**src/rtl/gate_cosim_pkg.sv**
```systemverilog
// -----------------------------------------------------------------------------
// gate_cosim_pkg
// Shared types and constants for the gate cosimulation sequencer.
//   state_e        : sequencer FSM states
//   SETTLE_W       : width of the settle-window down-counter
//   DEFAULT_WIDTH  : default spec input/output width
//   DEFAULT_CNT_W  : default vector/error counter width
// -----------------------------------------------------------------------------
package gate_cosim_pkg;

    typedef enum logic [2:0] {
        ST_IDLE,
        ST_FETCH,
        ST_SETTLE,
        ST_CAPTURE,
        ST_REPORT,
        ST_DONE
    } state_e;

    localparam int SETTLE_W      = 4;
    localparam int DEFAULT_WIDTH = 128;
    localparam int DEFAULT_CNT_W = 16;

endpackage

```
**src/rtl/gate_cosim_cmp.sv**
```systemverilog
// -----------------------------------------------------------------------------
// gate_cosim_cmp
// Masked comparison of the captured spec output against the expected word.
//   out_word   : spec module output
//   exp_word   : expected output
//   mask_word  : 1 = compare this bit, 0 = don't care
//   mismatch   : high when any compared bit differs
// -----------------------------------------------------------------------------
module gate_cosim_cmp #(
    parameter int WIDTH = 128
) (
    input  logic [WIDTH-1:0] out_word,
    input  logic [WIDTH-1:0] exp_word,
    input  logic [WIDTH-1:0] mask_word,
    output logic             mismatch
);

    assign mismatch = |((out_word ^ exp_word) & mask_word);

endmodule

```
**src/rtl/gate_cosim_sequencer.sv**
```systemverilog
// -----------------------------------------------------------------------------
// gate_cosim_sequencer
// Feeds stimulus vectors into a combinational spec module, holds each one for
// a settle window, captures and mask-compares the output, and reports the
// result through a valid/ready handshake. Counts mismatches and results.
//   clk, rst                : clock, synchronous active-high reset
//   start, num_vecs         : begin a run of num_vecs vectors (IDLE/DONE only)
//   vec_valid/vec_ready     : stimulus handshake (vec_stim, vec_exp, vec_mask)
//   dut_in, dut_out         : spec module input / output
//   res_valid/res_ready     : result handshake (res_data, res_mismatch)
//   err_count, vec_count    : mismatches (saturating) / results consumed
//   busy, done              : run in progress / run finished
// SETTLE must lie in 1..15 to fit the settle counter.
// -----------------------------------------------------------------------------
module gate_cosim_sequencer
    import gate_cosim_pkg::*;
#(
    parameter int WIDTH  = DEFAULT_WIDTH,
    parameter int CNT_W  = DEFAULT_CNT_W,
    parameter int SETTLE = 2
) (
    input  logic             clk,
    input  logic             rst,
    input  logic             start,
    input  logic [CNT_W-1:0] num_vecs,
    input  logic             vec_valid,
    output logic             vec_ready,
    input  logic [WIDTH-1:0] vec_stim,
    input  logic [WIDTH-1:0] vec_exp,
    input  logic [WIDTH-1:0] vec_mask,
    output logic [WIDTH-1:0] dut_in,
    input  logic [WIDTH-1:0] dut_out,
    output logic             res_valid,
    input  logic             res_ready,
    output logic [WIDTH-1:0] res_data,
    output logic             res_mismatch,
    output logic [CNT_W-1:0] err_count,
    output logic [CNT_W-1:0] vec_count,
    output logic             busy,
    output logic             done
);

    state_e              state_q, state_d;
    logic [CNT_W-1:0]    num_q, num_d;
    logic [WIDTH-1:0]    exp_q, exp_d;
    logic [WIDTH-1:0]    mask_q, mask_d;
    logic [WIDTH-1:0]    dut_in_q, dut_in_d;
    logic [SETTLE_W-1:0] cnt_q, cnt_d;
    logic [WIDTH-1:0]    res_data_q, res_data_d;
    logic                res_mm_q, res_mm_d;
    logic [CNT_W-1:0]    err_q, err_d;
    logic [CNT_W-1:0]    vec_q, vec_d;
    logic                vec_ready_q, vec_ready_d;
    logic                res_valid_q, res_valid_d;
    logic                busy_q, busy_d;
    logic                done_q, done_d;

    logic                cmp_mismatch;
    logic [CNT_W-1:0]    vec_inc;

    gate_cosim_cmp #(.WIDTH(WIDTH)) u_cmp (
        .out_word  (dut_out),
        .exp_word  (exp_q),
        .mask_word (mask_q),
        .mismatch  (cmp_mismatch)
    );

    always_comb begin
        // NOTE: every _d takes its held value first so no latch is inferred.
        state_d    = state_q;
        num_d      = num_q;
        exp_d      = exp_q;
        mask_d     = mask_q;
        dut_in_d   = dut_in_q;
        cnt_d      = cnt_q;
        res_data_d = res_data_q;
        res_mm_d   = res_mm_q;
        err_d      = err_q;
        vec_d      = vec_q;
        vec_inc    = vec_q + CNT_W'(1);

        case (state_q)
            ST_IDLE, ST_DONE: begin
                if (start) begin
                    num_d   = num_vecs;
                    err_d   = '0;
                    vec_d   = '0;
                    state_d = (num_vecs == '0) ? ST_DONE : ST_FETCH;
                end
            end
            ST_FETCH: begin
                if (vec_valid && vec_ready_q) begin
                    exp_d    = vec_exp;
                    mask_d   = vec_mask;
                    dut_in_d = vec_stim;
                    cnt_d    = SETTLE_W'(SETTLE - 1);
                    state_d  = ST_SETTLE;
                end
            end
            ST_SETTLE: begin
                // Counter starts at SETTLE-1, so this state lasts SETTLE cycles.
                if (cnt_q == '0) state_d = ST_CAPTURE;
                else             cnt_d   = cnt_q - SETTLE_W'(1);
            end
            ST_CAPTURE: begin
                res_data_d = dut_out;
                res_mm_d   = cmp_mismatch;
                if (cmp_mismatch && (err_q != '1)) err_d = err_q + CNT_W'(1);
                state_d = ST_REPORT;
            end
            ST_REPORT: begin
                if (res_ready) begin
                    vec_d   = vec_inc;
                    state_d = (vec_inc == num_q) ? ST_DONE : ST_FETCH;
                end
            end
            default: state_d = ST_IDLE;
        endcase

        // Status outputs are registered from the next state so they line up
        // with the state they describe.
        vec_ready_d = (state_d == ST_FETCH);
        res_valid_d = (state_d == ST_REPORT);
        busy_d      = (state_d != ST_IDLE) && (state_d != ST_DONE);
        done_d      = (state_d == ST_DONE);
    end

    always_ff @(posedge clk) begin
        // NOTE: sequential state uses non-blocking assignments only.
        if (rst) begin
            // NOTE: datapath words are reset as well, since dut_in and
            // res_data must read 0 after reset.
            state_q     <= ST_IDLE;
            num_q       <= '0;
            exp_q       <= '0;
            mask_q      <= '0;
            dut_in_q    <= '0;
            cnt_q       <= '0;
            res_data_q  <= '0;
            res_mm_q    <= 1'b0;
            err_q       <= '0;
            vec_q       <= '0;
            vec_ready_q <= 1'b0;
            res_valid_q <= 1'b0;
            busy_q      <= 1'b0;
            done_q      <= 1'b0;
        end else begin
            state_q     <= state_d;
            num_q       <= num_d;
            exp_q       <= exp_d;
            mask_q      <= mask_d;
            dut_in_q    <= dut_in_d;
            cnt_q       <= cnt_d;
            res_data_q  <= res_data_d;
            res_mm_q    <= res_mm_d;
            err_q       <= err_d;
            vec_q       <= vec_d;
            vec_ready_q <= vec_ready_d;
            res_valid_q <= res_valid_d;
            busy_q      <= busy_d;
            done_q      <= done_d;
        end
    end

    assign vec_ready    = vec_ready_q;
    assign dut_in       = dut_in_q;
    assign res_valid    = res_valid_q;
    assign res_data     = res_data_q;
    assign res_mismatch = res_mm_q;
    assign err_count    = err_q;
    assign vec_count    = vec_q;
    assign busy         = busy_q;
    assign done         = done_q;

endmodule
```
**config.mk**
```make
export PLATFORM = sky130hd
export DESIGN_NAME = gate_cosim_sequencer
export DESIGN_NICKNAME = d
export VERILOG_FILES = /design/src/rtl/gate_cosim_pkg.sv /design/src/rtl/gate_cosim_cmp.sv /design/src/rtl/gate_cosim_sequencer.sv
export SDC_FILE = /design/constraint.sdc
export NUM_CORES = 1
export LEC_CHECK = 0
export CAP_MARGIN = 0
export CORE_AREA = 2 2 321 323
export CTS_CLUSTER_SIZE = 10
export DETAILED_ROUTE_END_ITERATION = 10
export DIE_AREA = 0 0 323 325
export PLACE_DENSITY_LB_ADDON = 0.12
export SETUP_SLACK_MARGIN = 0.4
export SYNTH_ARGS = -nofsm -noshare
export SYNTH_HDL_FRONTEND = slang
export SYNTH_SLANG_ARGS = --single-unit
```
**constraint.sdc**
```tcl
create_clock -name clk -period 5.95 [get_ports clk]
set_input_delay 1.19 -clock clk [delete_from_list [all_inputs] [get_ports clk]]
set_output_delay 1.19 -clock clk [all_outputs]
set_load 0.1 [all_outputs]
```
# Word-level counts from Yosys, hierarchy flattened
# Cells that the tools add are included.
# word_totals
ram_bits	0
word_cells	67
latchBits	0
rom_bits	0
output_inout_bits	293
n_memories	0
ff_bits	572
inputBits	533
# op_classes
multipliers	0
n_shift	0
bitwise_logic	2
add_sub_neg	3
mux	15
div_mod_pow	0
order_cmp	0
n_eq_ne	16
reduce_logical	17
# op_table
cell	count
128-bit AND	1
128-bit OR reduction	1
128-bit XOR	1
16-bit case mux with 2 select lines	2
16-bit two-way mux	3
16-bit by 1-bit adder with 16-bit output (second input constant)	2
3-bit two-way mux	6
16-bit equality test	1
16-bit logical NOT	1
16-bit != test (second input constant)	1
3-bit case mux with 5 select lines	1
3-bit equality test (second input constant)	4
2-bit != test (second input constant)	5
3-bit AND reduction	3
4-bit two-way mux	2
4-bit case mux with 2 select lines	1
3-bit by 1-bit equality test with 1-bit output (second input constant)	2
3-bit by 2-bit equality test with 1-bit output (second input constant)	2
2-bit nonzero test	3
4-bit logical NOT	1
2-bit AND reduction	2
4-bit by 1-bit subtractor with 4-bit output (second input constant)	1
1-bit logical AND	3
3-bit logical NOT	1
other kinds (3)	3

# Logic depth before layout (Yosys ltp)
# Gate-level depths: netlist of the first run.
# logic_depth
word_depth	7
ltp_mapped	9
mapped_depth_nobuf	8

# Modules after synthesis
# Synthesis of the first run repeated with hierarchy kept, for this count alone.
# unflattened
hier_cells	2837
area_unflattened_um2	22181.3
# modules_own_cells
module	seq_area_each_um2	area_per_inst_um2	n_inst	cells_each
gate_cosim_sequencer	11451.0	20448.4	1	2624
gate_cosim_cmp	0.0	1732.9	1	213

# Least setup slack after synthesis of the first run
# Ideal clock, no wire load.
# synth_timing
path_type	register to register
from	register vec_q[0] (netlist: vec_count[0])
to	register busy_q (netlist: busy)
path_slack_ns	2.839
n_path_buf	1
arrival_ns	2.979
stages_incl_launch_ff	9
setup_time_ns	0.132
synth_period_minus_slack_ns	3.111
t_required_ns	5.818
cell_sequence	dfxtp_1 -> ha_1 -> clkbuf_1 -> nand3_1 -> or2_4 -> or3_1 -> a2111oi_0 -> nor4bb_1 -> a311oi_1
# synth_via
elab_chain_len	7
elab_cells_between_ends	8
cone_classes	add/sub (1); eq/ne (2); mux (3); reduce/logical (2)
# synth_rtl
item	line	rtl
start, declared	gate_cosim_sequencer.sv:52	logic [CNT_W-1:0] vec_q, vec_d;
start signal, assigned	gate_cosim_sequencer.sv:157	vec_q <= vec_d;
16-bit by 1-bit adder with 16-bit output *	gate_cosim_sequencer.sv:80	vec_inc = vec_q + CNT_W'(1);
16-bit equality test *	gate_cosim_sequencer.sv:114	state_d = (vec_inc == num_q) ? ST_DONE : ST_FETCH;
3-bit two-way mux *	gate_cosim_sequencer.sv:114	
3-bit two-way mux *	gate_cosim_sequencer.sv:112	if (res_ready) begin
3-bit case mux with 5 select lines *	gate_cosim_sequencer.sv:82	case (state_q)
3-bit != test or 3-bit nonzero test (tied branches)	gate_cosim_sequencer.sv:124	busy_d = (state_d != ST_IDLE) && (state_d != ST_DONE);
1-bit logical AND *	gate_cosim_sequencer.sv:124	
end signal, assigned	gate_cosim_sequencer.sv:160	busy_q <= busy_d;
end, declared	gate_cosim_sequencer.sv:55	logic busy_q, busy_d;
# Every way passes the cells marked *; elsewhere a longest branch is shown, timed or not.
# A chain may end at the register's enable or synchronous reset.

# Worst setup path after layout of the first run
# layout_timing
from	input port dut_out[82]
to	register err_q[8] (netlist: err_count[8])
# layout_via
elab_chain_len	6
# layout_rtl
item	line	rtl
start, declared	gate_cosim_sequencer.sv:32	input logic [WIDTH-1:0] dut_out,
128-bit XOR	gate_cosim_cmp.sv:18	assign mismatch = |((out_word ^ exp_word) & mask_word);
128-bit AND	gate_cosim_cmp.sv:18	
128-bit OR reduction	gate_cosim_cmp.sv:18	
1-bit logical AND	gate_cosim_sequencer.sv:108	if (cmp_mismatch && (err_q != '1)) err_d = err_q + CNT_W'(1);
2-bit != test (no source line)	--	
3-bit AND reduction (no source line)	--	
end signal, assigned	gate_cosim_sequencer.sv:156	err_q <= err_d;
end, declared	gate_cosim_sequencer.sv:51	logic [CNT_W-1:0] err_q, err_d;
# No other way between the ends.

==> results of run 1 <==
==> cell usage after synthesis (4+ instances only) <==
cell type  number
and3_1         10
mux2i_1         4
or4_1           6
ha_1            4
xnor2_1        16
nor3_1         15
a22oi_1        68
clkbuf_1      186
nand4_1        25
a21oi_1       556
or3_1          12
o211ai_1        5
nor2b_1         6
nor2_1         45
and2_1          6
nor4_1         14
nand3_1        20
buf_2           5
xor2_1        134
a31oi_1         5
nand2_1      1092
nand2b_1       10
inv_1           4
dfxtp_1       572
o21ai_0        22
==> area by class of cell <==
class / count / area, um^2 / area share
sequential: 572 / 11500 / 0.334
clock inverter: 11 / 98.8 / 0.00289
timing repair buffer: 843 / 8480 / 0.247
clock buffer: 115 / 2200 / 0.0642
inverter: 4 / 15.0 / 0.000438
multi-input combinational: 2112 / 10200 / 0.299
tap: 1368 / 1710 / 0.0500
antenna: 21 / 52.6 / 0.00153
==> routing by layer <==
metal  wire (um)  up-vias
li1            -    11008
met1       46000    10461
met2       53300      702
met3        9840      157
met4        3250       30
met5         212        -
==> kinds of logic after synthesis <==
family,count (synthesis),share of synthesized area
muxes,4,0.00179
AOI/OAI and AO/OA,671,0.160
adders and majority gates,4,0.00223
and+or+nand+nor,1283,0.233
xor gates and xnor gates,150,0.0586
DFF,572,0.511
buffers and inverters,198,0.0334
==> state kept, by name (all words and copies together), names as in the netlist <==
register,count
vec_ready,1
dut_in,128
state_q,3
done,1
res_mismatch,1
mask_q,128
cnt_q,4
exp_q,128
busy,1
res_valid,1
vec_count,16
err_count,16
num_q,16
res_data,128
==> where the power goes <==
group          leakage [uW]  switching [uW]  internal [uW]  total, uW
Combinational       0.00592             695            484       1180
Clock               0.00112            1820           2530       4350
Sequential          0.00462            53.0           3910       3970
Total                0.0117            2570           6930       9500
==> worst max-delay path by stage <==
| stage | to | slack (ns) | cells after the start |
|---|---|---|---|
| after floorplan | busy | 2.84 | 8 |
| after global placement | err_count[8] | 1.19 | 9 |
| after detailed placement | err_count[8] | 1.20 | 9 |
| after CTS | err_count[8] | 1.86 | 9 |
| after global routing | err_count[8] | 1.76 | 9 |
| final | err_count[8] | 1.80 | 9 |
==> critical path, cell delays in order <==
cell	delay, ns
clkdlybuf4s50_1	0.50
xor2_1	0.19
a22oi_1	0.77
nand4_1	0.49
nor4_1	0.61
and4_1	0.29
buf_4	0.28
or3_1	0.18
mux2i_1	0.17
==> through the flow <==
step / total power (uW) / setup WS (ns) / utilization / cell area (um^2) / instances
after global placement: 5240 / 1.19 / 0.315 / 31900 / 4899
after floorplan: 4580 / 2.84 / - / 22400 / 2882
after global routing: 9890 / 1.76 / 0.338 / 34200 / 5043
after detailed placement: 5240 / 1.20 / 0.315 / 31900 / 4899
after CTS: 9680 / 1.86 / 0.338 / 34200 / 5025
final: 9500 / 1.80 / 0.338 / 34200 / 5046
==> impl_metrics.ini, run 1 <==
[outcome]
outcome = completed

[drt]
ant_nets = 0
first_pass_iters = 5
num_vias = 22358
wl_um = 113000
vias_per_cell = 4.43
drt-initial-drc-count = 1438
post-route-drc-count = 0
wl_per_cell_um = 22.3

[yosys]
synthArstFlopShare = 0
syn_nets = 3419
yosysWarnings = 0
ys_seq_area_frac = 0.511
synth-seq-cells = 572
dominantRegCellSynth = dfxtp_1
synth.area.top_cells = dfxtp_1 (51%), nand2_1 (18%), a21oi_1 (12%)
syn_area_um2 = 22400
syn_avg_cell_area_um2 = 7.78
syn-instance-count = 2882
ys_types = 52
synth.top_cell.area_share = 0.511
synth_edf_count = 0
yosys.area.top_type = dfxtp_1

[clock_network]
clockBufferDepth = 3
cts_resized = 0
cts_root_buf = clkbuf_16
cts_buffers = 75
worstSkewPairLatency_ns = 0.64
clock_sinks = 572
cts_hold_buf = 0
clk_pin_slew_ns = 0.05
cts_setup_buffers = 0
cts_tree = done
htree_num_levels = 3

[global_route]
grtUsageMet2 = 0.338
antenna_found_initial = 42
grt_start_max_net_pins = 184
globalRouteMet3Util = 0.0775
gr-usage-all-layers = 0.207
grt-busiest-layer = met2
grt_first_pass_wirelength_um = 158000
grt_pass1_vias = 21843
grt.overflow.total = 0
met1_usage = 0.246

[critical_path]
crit_start = dut_out[82]
critical_path.endpoint_type = register
timing.rr.end = err_count[8]
crit_fanout = 29
rr_worst_depth = 8
worst-setup-path-type = input pin to register
ff2ff_setup_slack_ns = 2.48
arrival_ns = 4.70
reg2reg_from = exp_q[82]
required_ns = 6.51
critPathLaunchType = input pin

[floorplanning]
fp.dieH_um = 325
coreArea_um2 = 101000
num_rows = 117
dieArea_um2 = 105000
die_w_um = 323
start_util = 0.221
ios = 826

[hold_path]
min_path_type = register to register
hold_depth = 2
holdPathEnd = dut_in[59]
hp-start = dut_in[59]

[sta]
finalHoldViolCount = 0
rsz0062_at_grt = no
fin_crit_sh = 0.697
finalSetupTns_ns = 0
fmax_mhz = 241
maxSlewViolCount = 0
whs_ns = 0.451
period_needed_ns = 4.15
worst_pin_slew_ns = 1.20
clock_skew_ns = 0.0177
finalSetupViolCount = 0
relSlewSlack = 0.198

[placement]
place_congestion = 0.804
dp_hpwl_um = 83600
io_buffers = 825

[cells_and_area]
syn_to_final_growth_pct = 52.7
fill_cells = 11019
drive_gt1_frac = 0.0391
layout_common_cells = nand2_1 (1,091), clkdlybuf4s50_1 (817), dfxtp_1 (572)
finalNetCount = 4145
final_common_cell = nand2_1

[pwr]
ir_worst_vdd_mv = 0.176
power.density_nw_per_um2 = 277
p_leak_uw = 0.0117

[job]
cap_violations = 0
No activity file was read; power rests on OpenSTA's default activity.
==> run 2: changes to the inputs <==
Settings changed: CORE_AREA 2 2 321 323 to 2 2 322 324, DIE_AREA 0 0 323 325 to 0 0 324 326.
Clock period 5.95 ns to 3.78 ns, I/O delays scaled along.
==> run 2 against run 1 <==
Effect of this change:
- wire length down 0.25%
- worst hold slack worse by 0.0011 ns
- register-to-register slack worse by 1.6 ns
- sequential power up 57%
- final area up 0.88%
- die area up 0.62%
- core utilization down 0.14 points
- critical endpoint is now vec_count[7]
- largest cell class unchanged
==> impl_metrics.ini, run 2 (synthesis results as in run 1) <==
[drt]
wl_per_cell_um = 22.1
num_vias = 22458
first_pass_iters = 5
vias_per_cell = 4.42
post-route-drc-count = 0
wl_um = 112000
drt-initial-drc-count = 1380
ant_nets = 0

[critical_path]
ff2ff_setup_slack_ns = 0.86
critical_path.endpoint_type = output pin
crit_fanout = 9
arrival_ns = 2.38
rr_worst_depth = 8
crit_chain = clkdlybuf4s50_1
reg2reg_from = vec_count[0]
worst-setup-path-type = register to output pin
critPathLaunchType = register
critPathBufInv = 1
slowest_stage = clkdlybuf4s50_1
max_stage_delay_ns = 1.22
required_ns = 3.02
crit_start = vec_count[7]
crit_family = buffers and inverters
timing.rr.end = done

[hold_path]
hp-start = dut_in[73]
min_path_type = register to register
holdPathEnd = dut_in[73]
hold_depth = 2

[pwr]
p_sw_uw = 4040
clkPwrFrac = 0.464
comb_power_share = 0.126
p_int_uw = 11200
p_leak_uw = 0.0119
sw_frac_of_total = 0.266
share_seq_of_total_power = 0.410
ir_worst_vdd_mv = 0.301
power.density_nw_per_um2 = 441

[floorplanning]
coreArea_um2 = 103000
ios = 826
dieArea_um2 = 106000
die_w_um = 324
fp.dieH_um = 326
num_rows = 118
start_util = 0.219

[sta]
fmax_mhz = 319
fin_crit_sh = 0.829
rsz0062_at_grt = no
period_needed_ns = 3.13
worst_pin_slew_ns = 1.20
whs_ns = 0.450
finalHoldViolCount = 0
finalWorstSetupSlack_ns = 0.646
clock_skew_ns = 0.0218
finalSetupViolCount = 0
relSlewSlack = 0.202
maxSlewViolCount = 0

[placement]
dp_hpwl_um = 84300
io_buffers = 825
place_worst_setup_slack_ns = -0.469
place_congestion = 0.801
postPlaceCellArea_um2 = 32100

[clock_network]
clk_pin_slew_ns = 0.06
cts_root_buf = clkbuf_16
clockBufferDepth = 3
cts_buffers = 75
htree_num_levels = 3
cts_tree = done
cts_setup_buffers = 0
worstSkewPairLatency_ns = 0.63
clock_sinks = 572

[cells_and_area]
fin_area_um2 = 34500
final_common_cell = nand2_1
drive_gt1_frac = 0.0516
syn_to_final_growth_pct = 54.1
finalNetCount = 4174
layout_common_cells = nand2_1 (1,091), clkdlybuf4s50_1 (798), dfxtp_1 (572)
fill_cells = 11106

[global_route]
grt_start_max_net_pins = 180
grt_first_pass_wirelength_um = 158000
grt_pass1_vias = 22007
antenna_found_initial = 31
gr-usage-all-layers = 0.205
grt.overflow.total = 0

[outcome]
outcome = completed

[job]
cap_violations = 0
==> run 2: cell count changes in the layout (fill, tap and decap cells not counted), sizes merged <==
| cell | delta |
|---|---|
| buf | +49 |
| clkdlybuf4s50 | -19 |
| diode | -8 |
| bufinv | +4 |
| clkbuf | -4 |
| clkinv | -3 |
| clkinvlp | -1 |
| inv | +1 |
==> run 2: layer usage <==
layer,up-vias,GRT usage,routed length (um)
li1,11056,-,-
met1,10601,0.251,46900
met2,668,0.348,54700
met3,117,0.0608,8680
met4,16,0.0537,1890
met5,-,0,110
==> run 2: tightest hold or removal path, delay by kind of cell, from the launching register on <==
family / cells / cell delay (ns)
AND/OR/NAND/NOR: 1 / 0.05
AO/OA/AOI/OAI: 1 / 0.05
flip-flops: 1 / 0.30
==> run 2: final cells by class <==
cell class | count | area, um^2 | area share
Antenna cell | 13 | 32.5 | 0.000942
Clock buffer | 112 | 2160 | 0.0624
Clock inverter | 12 | 205 | 0.00594
Inverter | 4 | 15.0 | 0.000435
Multi-Input combinational cell | 2112 | 10200 | 0.297
Sequential cell | 572 | 11500 | 0.331
Tap cell | 1380 | 1730 | 0.0500
Timing Repair Buffer | 872 | 8710 | 0.252
==> run 2: power groups by stage <==
stage | Combinational [uW] | Sequential (uW) | Clock [uW]
6_report | 1920 | 6240 | 7060
4_1_cts | 1950 | 6240 | 7320
3_5_place_dp | 1940 | 6370 | 0
3_3_place_gp | 1950 | 6370 | 0
2_1_floorplan | 518 | 6700 | 0
5_1_grt | 2050 | 6250 | 7550
==> run 2: what timing repair did <==
item                       in CTS  in global routing
resized for setup               1                  0
hold buffers                    0                  0
setup endpoints to repair      17                  0
==> run 2: how the worst max path moves through the flow <==
| stage | end | slack, ns | depth (start not counted) |
|---|---|---|---|
| floorplan | busy | 0.67 | 8 |
| global placement | err_count[8] | -0.44 | 10 |
| detailed placement | err_count[8] | -0.47 | 10 |
| CTS | err_count[8] | 0.59 | 10 |
| global route | err_count[8] | 0.49 | 10 |
| finish | vec_count[7] | 0.65 | 1 |
==> run 2: metrics by stage <==
step	setup TNS [ns]	total power [uW]	instances	util
after floorplan	0	7220	2882	-
after global placement	-6.61	8320	4940	0.313
after detailed placement	-6.70	8320	4940	0.313
after CTS	0	15500	5064	0.336
after global routing	0	15900	5072	0.337
final	0	15200	5077	0.337
